`src/rtl/instruction_encoder.sv`:
```
// RV32I instruction encoder: packs opcode/register/function fields and an immediate into a 32-bit word,
// with one valid/ready output register and a saturating error counter. Optional RANGE_CHECK_EN flags unrepresentable immediates.
`timescale 1ns/1ps
module instruction_encoder #(
   parameter int ERR_CNT_W = 8
) (
   input  logic                 clk,
   input  logic                 rst_n,
   input  logic                 in_valid,
   output logic                 in_ready,
   input  logic [6:0]           opcode,
   input  logic [4:0]           rd,
   input  logic [4:0]           rs1,
   input  logic [4:0]           rs2,
   input  logic [2:0]           funct3,
   input  logic [6:0]           funct7,
   input  logic [31:0]          imm,
   output logic                 out_valid,
   input  logic                 out_ready,
   output logic [31:0]          instr,
   output logic                 err,
   output logic [ERR_CNT_W-1:0] err_cnt
);

   localparam logic [6:0] OP_LOAD   = 7'b0000011;
   localparam logic [6:0] OP_IMM    = 7'b0010011;
   localparam logic [6:0] OP_JALR   = 7'b1100111;
   localparam logic [6:0] OP_STORE  = 7'b0100011;
   localparam logic [6:0] OP_BRANCH = 7'b1100011;
   localparam logic [6:0] OP_LUI    = 7'b0110111;
   localparam logic [6:0] OP_AUIPC  = 7'b0010111;
   localparam logic [6:0] OP_JAL    = 7'b1101111;
   localparam logic [6:0] OP_REG    = 7'b0110011;

   function automatic logic [ERR_CNT_W-1:0] sat_inc(input logic [ERR_CNT_W-1:0] c);
      return (&c) ? c : c + ERR_CNT_W'(1);
   endfunction

`ifdef RANGE_CHECK_EN
   // A field is representable when every bit above its sign bit matches the sign bit.
   function automatic logic range_err(input logic [6:0] op, input logic [31:0] v);
      logic e;
      e = 1'b0;
      case (op)
         OP_LOAD, OP_IMM, OP_JALR, OP_STORE: e = !((&v[31:11]) || !(|v[31:11]));
         OP_BRANCH:                          e = !((&v[31:12]) || !(|v[31:12])) || v[0];
         OP_LUI, OP_AUIPC:                   e = |v[11:0];
         OP_JAL:                             e = !((&v[31:19]) || !(|v[31:19]));
         default:                            e = 1'b0;
      endcase
      return e;
   endfunction
`else
   logic unused_imm_lsb;
   assign unused_imm_lsb = imm[0];
`endif

   logic [31:0]          enc_instr;
   logic                 enc_err;
   logic                 accept;
   logic                 out_valid_d, out_valid_q;
   logic [31:0]          instr_d, instr_q;
   logic                 err_d, err_q;
   logic [ERR_CNT_W-1:0] err_cnt_d, err_cnt_q;

   always_comb begin
      enc_instr = 32'h0;
      enc_err   = 1'b0;
      case (opcode)
         OP_LOAD, OP_IMM, OP_JALR:
            enc_instr = {imm[11:0], rs1, funct3, rd, opcode};
         OP_STORE:
            enc_instr = {imm[11:5], rs2, rs1, funct3, imm[4:0], opcode};
         OP_BRANCH:
            enc_instr = {imm[12], imm[10:5], rs2, rs1, funct3, imm[4:1], imm[11], opcode};
         OP_LUI, OP_AUIPC:
            enc_instr = {imm[31:12], rd, opcode};
         OP_JAL:
            enc_instr = {imm[19], imm[9:0], imm[10], imm[18:11], rd, opcode};
         OP_REG:
            enc_instr = {funct7, rs2, rs1, funct3, rd, opcode};
         default:
            enc_err = 1'b1;
      endcase
`ifdef RANGE_CHECK_EN
      enc_err = enc_err | range_err(opcode, imm);
`endif
   end

   assign in_ready = !out_valid_q || out_ready;
   assign accept   = in_valid && in_ready;

   always_comb begin
      out_valid_d = accept || (out_valid_q && !out_ready);
      instr_d     = instr_q;
      err_d       = err_q;
      err_cnt_d   = err_cnt_q;
      if (accept) begin
         instr_d = enc_instr;
         err_d   = enc_err;
         if (enc_err) err_cnt_d = sat_inc(err_cnt_q);
      end
   end

   always_ff @(posedge clk or negedge rst_n) begin
      if (!rst_n) begin
         out_valid_q <= 1'b0;
         instr_q     <= 32'h0;
         err_q       <= 1'b0;
         err_cnt_q   <= '0;
      end else begin
         out_valid_q <= out_valid_d;
         instr_q     <= instr_d;
         err_q       <= err_d;
         err_cnt_q   <= err_cnt_d;
      end
   end

   assign out_valid = out_valid_q;
   assign instr     = instr_q;
   assign err       = err_q;
   assign err_cnt   = err_cnt_q;

endmodule

```
`config.mk`:
```
export PLATFORM = sky130hd
export DESIGN_NAME = instruction_encoder
export DESIGN_NICKNAME = d
export VERILOG_FILES = /design/src/rtl/instruction_encoder.sv
export SDC_FILE = /design/constraint.sdc
export NUM_CORES = 1
export LEC_CHECK = 0
export CORE_ASPECT_RATIO = 1.1
export CORE_MARGIN = 2
export CORE_UTILIZATION = 35
export DETAILED_ROUTE_END_ITERATION = 12
export DONT_BUFFER_PORTS = 1
export PLACE_DENSITY = 0.55
export SYNTH_ARGS = -nofsm -noshare
export SYNTH_HDL_FRONTEND = slang
export SYNTH_SLANG_ARGS = --single-unit
export TNS_END_PERCENT = 5
```
`constraint.sdc`:
```
create_clock -name clk -period 1.9 [get_ports clk]
set_input_delay 0.095 -clock clk [delete_from_list [all_inputs] [get_ports clk]]
set_output_delay 0.095 -clock clk [all_outputs]
set_load 0.05 [all_outputs]
```
# After elaboration in Yosys (flattened, before gate mapping)
# Cells that the tools add are included.
# totals
register_bits	42
in_bits	68
out_inout_bits	43
# op_classes
addsub	1
n_eq_ne	9
muxes	2
bitwise	2
n_reduce_logical	11
# ops
operator	count
case mux 32 bit (6 select lines)	1
== test 7 x 6 -> 1 bit, second input constant	3
== test 7 bit, second input constant	3
== test 7 x 5 -> 1 bit, second input constant	2
OR reduction 9 bit	1
adder 8 x 1 -> 8 bit, second input constant	1
AND reduction 8 bit	1
== test 7 x 2 -> 1 bit, second input constant	1
AND reduction 3 bit	1
OR reduction 3 bit	1
logical AND 1 bit	2
zero test 1 bit	2
logical OR 1 bit	2
NOT 1 bit	2
OR reduction 2 bit	1
two-way mux 1 bit	1

# Longest topological paths before layout
# logic_depth
depth_word	4
ltp_mapped	7
depth_no_buf	6

# Worst setup path before layout
# OpenSTA, ideal clock, no wires.
# synth_timing
path_type	register to register
startpoint	register out_valid_q (netlist: out_valid)
endpoint	register err_cnt_q[1] (netlist: err_cnt[1])
setup_time_ps	125
t_arrival_ps	2191
slack_ps	-415
path_stages_with_launch	6
period_less_slack_ps	2315
cell_sequence	dfrtp_1 > nand2b_1 > nand2_1 > clkbuf_1 > nor4_1 > mux2_2
# synth_between
elab_chain_cells	4
# synth_rtl
item	line_no	text
start, declared	61	logic out_valid_d, out_valid_q;
start signal, assigned	112	out_valid_q <= out_valid_d;
zero test 1 bit	90	assign in_ready = !out_valid_q || out_ready;
logical OR 1 bit	90	
named net in_ready	10	output logic in_ready,
logical AND 1 bit	91	assign accept = in_valid && in_ready;
AND reduction 3 bit (no source line)	n/a	
end signal, assigned	115	err_cnt_q <= err_cnt_d;
end, declared	64	logic [ERR_CNT_W-1:0] err_cnt_d, err_cnt_q;
# The timed path passes the listed nets, and every way through them passes these cells.
# A chain may end at the register's enable or synchronous reset.

# Final worst setup path
# layout_timing
startpoint	register out_valid_q (netlist: out_valid)
endpoint	register instr_q[11] (netlist: instr[11])
# layout_between
elab_chain_cells	3
# layout_rtl
item	line_no	text
zero test 1 bit	90	
logical OR 1 bit	90	
logical AND 1 bit	91	
end signal, assigned	113	instr_q <= instr_d;
end, declared	62	logic [31:0] instr_d, instr_q;
# No other way between the ends.

==> impl_metrics.ini <==
[logic_synthesis]
syn-instance-count = 238
ys_seq_area_frac = 0.4623
synth_area_leaders = dfrtp_1 (46%), nand2_1 (6.6%), a22oi_1 (5.0%)
ys.flop_type = dfrtp_1
synthArstFlopShare = 1.000
ys_types = 43
yosysWarnings = 0
yosys.area.top_type_share = 0.4623
synth_common_cells = dfrtp_1 (42), nand2_1 (40), a22oi_1 (15)
yosysMostFrequentCell = dfrtp_1
syn-num-nets = 307
avgSynthCellArea_um2 = 9.552
syn_area_um2 = 2273
yosysTopAreaCell = dfrtp_1
synth_edf_count = 0
synth-seq-cells = 42

[die]
rows = 30
die_area_um2 = 7157
io_pins = 111
initial_core_util = 0.3649
fp.dieH_um = 88.53
core-area_um2 = 6231
die_w_um = 80.85

[drt]
drc = 0
vias = 2027
viasPerCell = 5.775
drtIter0Drc = 58
drt-pass1-iter-count = 4
postRouteAntennaNets = 0
wl_mm = 7.046
avgRoutedWirePerCell_um = 20.07

[timing]
finalHoldViolCount = 0
post-route-period-util = 0.9064
setup_viol = 0
setup_tns_ns = 0
slew_violations = 0
rsz0062_at_grt = false
period_minus_slack_ns = 1.722
tightestPinTransition_ns = 0.5200
max_freq_ghz = 0.5807
finClkSkew_ns = 0.01044
slew_headroom = 0.6533

[placed_design]
hpwl_mm = 5.203
postPlaceCellArea_um2 = 2469
place_congestion = 0.7503
io_buffers = 0

[worst_setup_path]
cp_data_arrival_time_ns = 1.96
end_kind = flip-flop
required_ns = 2.14
cp-start-kind = flip-flop
path_class = reg -> reg
critPathMaxFanout = 5

[clock_network]
h-tree-depth = 2
cts_tree = yes
clkLatencyLatePin_ns = 0.30
numClockSinks = 42
cts_made_buffers = 5
cts_resized = 0
clk_pin_slew_worst_paths_ns = 0.09
clock_path_buffers = 2
cts-root-buf = clkbuf_8

[cells_and_area]
final_area_um2 = 2779
drive_above_1_share = 0.1550
num_antenna_cells = 0
fillCellCount = 623
multi_input_area_um2 = 1170
register_area_um2 = 1052
fin_nets = 339
synthToLayoutAreaGrowth_pct = 22.23

[grt]
grt_pass1_wl_mm = 10.98
grt_usage = 0.2021
grt_max_degree = 43
grt_pass1_vias = 2075
gr-total-overflow = 0
antenna_found_initial = 0

[pwr]
vdd_drop_max_mv = 0.6106
powerDensity_nw_per_um2 = 820.3
p_leak_nw = 1.143

[hold_path]
hold_class = in -> reg

[flow_run]
drv_cap = 0

[status]
status = completed
-- placed cells by master (no fill, tap or decap), types with 3 or more instances in the layout --
master / instances
and2_1: 5
a22o_1: 5
buf_4: 19
nor2_1: 14
mux2_2: 5
o211ai_1: 9
a21oi_1: 4
dfrtp_1: 41
dlygate4sd3_1: 20
nor2b_1: 4
a22oi_1: 15
nand3_1: 13
a221o_1: 5
a221oi_1: 11
nand2_1: 40
clkbuf_8: 5
nor3_1: 4
and3_1: 3
o21ai_0: 14
-- per-layer routing --
layer  part of all wire  vias up  global-route usage
met5                  0        -                   0
met4              0.014        0             0.05701
met3               0.11        9             0.08980
met2               0.47       90              0.3201
met1               0.40      976              0.2503
li1                   -      952                   -
-- stage by stage --
stage                     total power, mW  hold slack, ns    util  cells  worst slack (ns)
after floorplan                     1.505         -0.2006       -    238           0.02935
after global placement              1.642         -0.1996  0.3962    322            0.2835
after detailed placement            1.659         -0.1991  0.3962    322            0.2128
after CTS                           2.300         0.01118  0.4460    351            0.1764
after global routing                2.397        0.006799  0.4460    351           0.03930
final                               2.280         0.01080  0.4460    351            0.1778
-- power by group --
group	total (mW)	leakage, nW	internal (mW)	switching [mW]
combinational	0.603	0.533	0.213	0.390
sequential	1.09	0.565	0.965	0.125
clock	0.586	0.0450	0.256	0.331
total	2.28	1.14	1.43	0.846
-- timing repair --
action                                 in CTS  in global routing
hold buffers                               21                  0
buffers inserted                            0                  0
endpoints found under the hold margin      57                  0
-- final cells by class --
class | instances | share of cell area
Timing Repair Buffer | 40 | 0.1333
Inverter | 1 | 0.001351
Clock inverter | 2 | 0.003602
Tap cell | 80 | 0.03602
Multi-Input combinational cell | 180 | 0.4210
Sequential cell | 42 | 0.3787
Clock buffer | 6 | 0.02611
-- state kept, by name, indices dropped and copies added, names as in the netlist --
name	cells
err	1
err_cnt	8
instr	32
out_valid	1
-- kinds of logic after synthesis --
group,count (synthesis),synth area share
adder cells (fa/ha/maj),1,0.005503
flip-flops,42,0.4623
multiplexers,6,0.02972
XOR/XNOR,3,0.01156
AO/OA/AOI/OAI,72,0.2455
buffers and inverters,16,0.02917
AND/OR/NAND/NOR,98,0.2163
-- final timing paths --
| kind | from | to | slack (ns) | depth (start not counted) |
|---|---|---|---|---|
| setup / recovery | out_valid | instr[11] | 0.18 | 6 |
| hold / removal | imm[0] | instr[21] | 0.01 | 2 |
| setup reg to reg | out_valid | instr[11] | 0.18 | 6 |
| hold reg to reg | err_cnt[0] | err_cnt[1] | 0.66 | 2 |
| max in group asynchronous | rst_n | instr[29] | 1.41 | 2 |
| min in group asynchronous | rst_n | err_cnt[0] | 0.28 | 2 |
-- critical path, stage by stage (launching register included) --
cell and delay (ns):
dfrtp_2 0.44, nand2b_4 0.07, buf_4 0.20, and2_0 0.25, o21ai_2 0.14, nor3_2 0.35
a221o_1 0.21
Note: power is estimated with default switching activity, not from simulation.
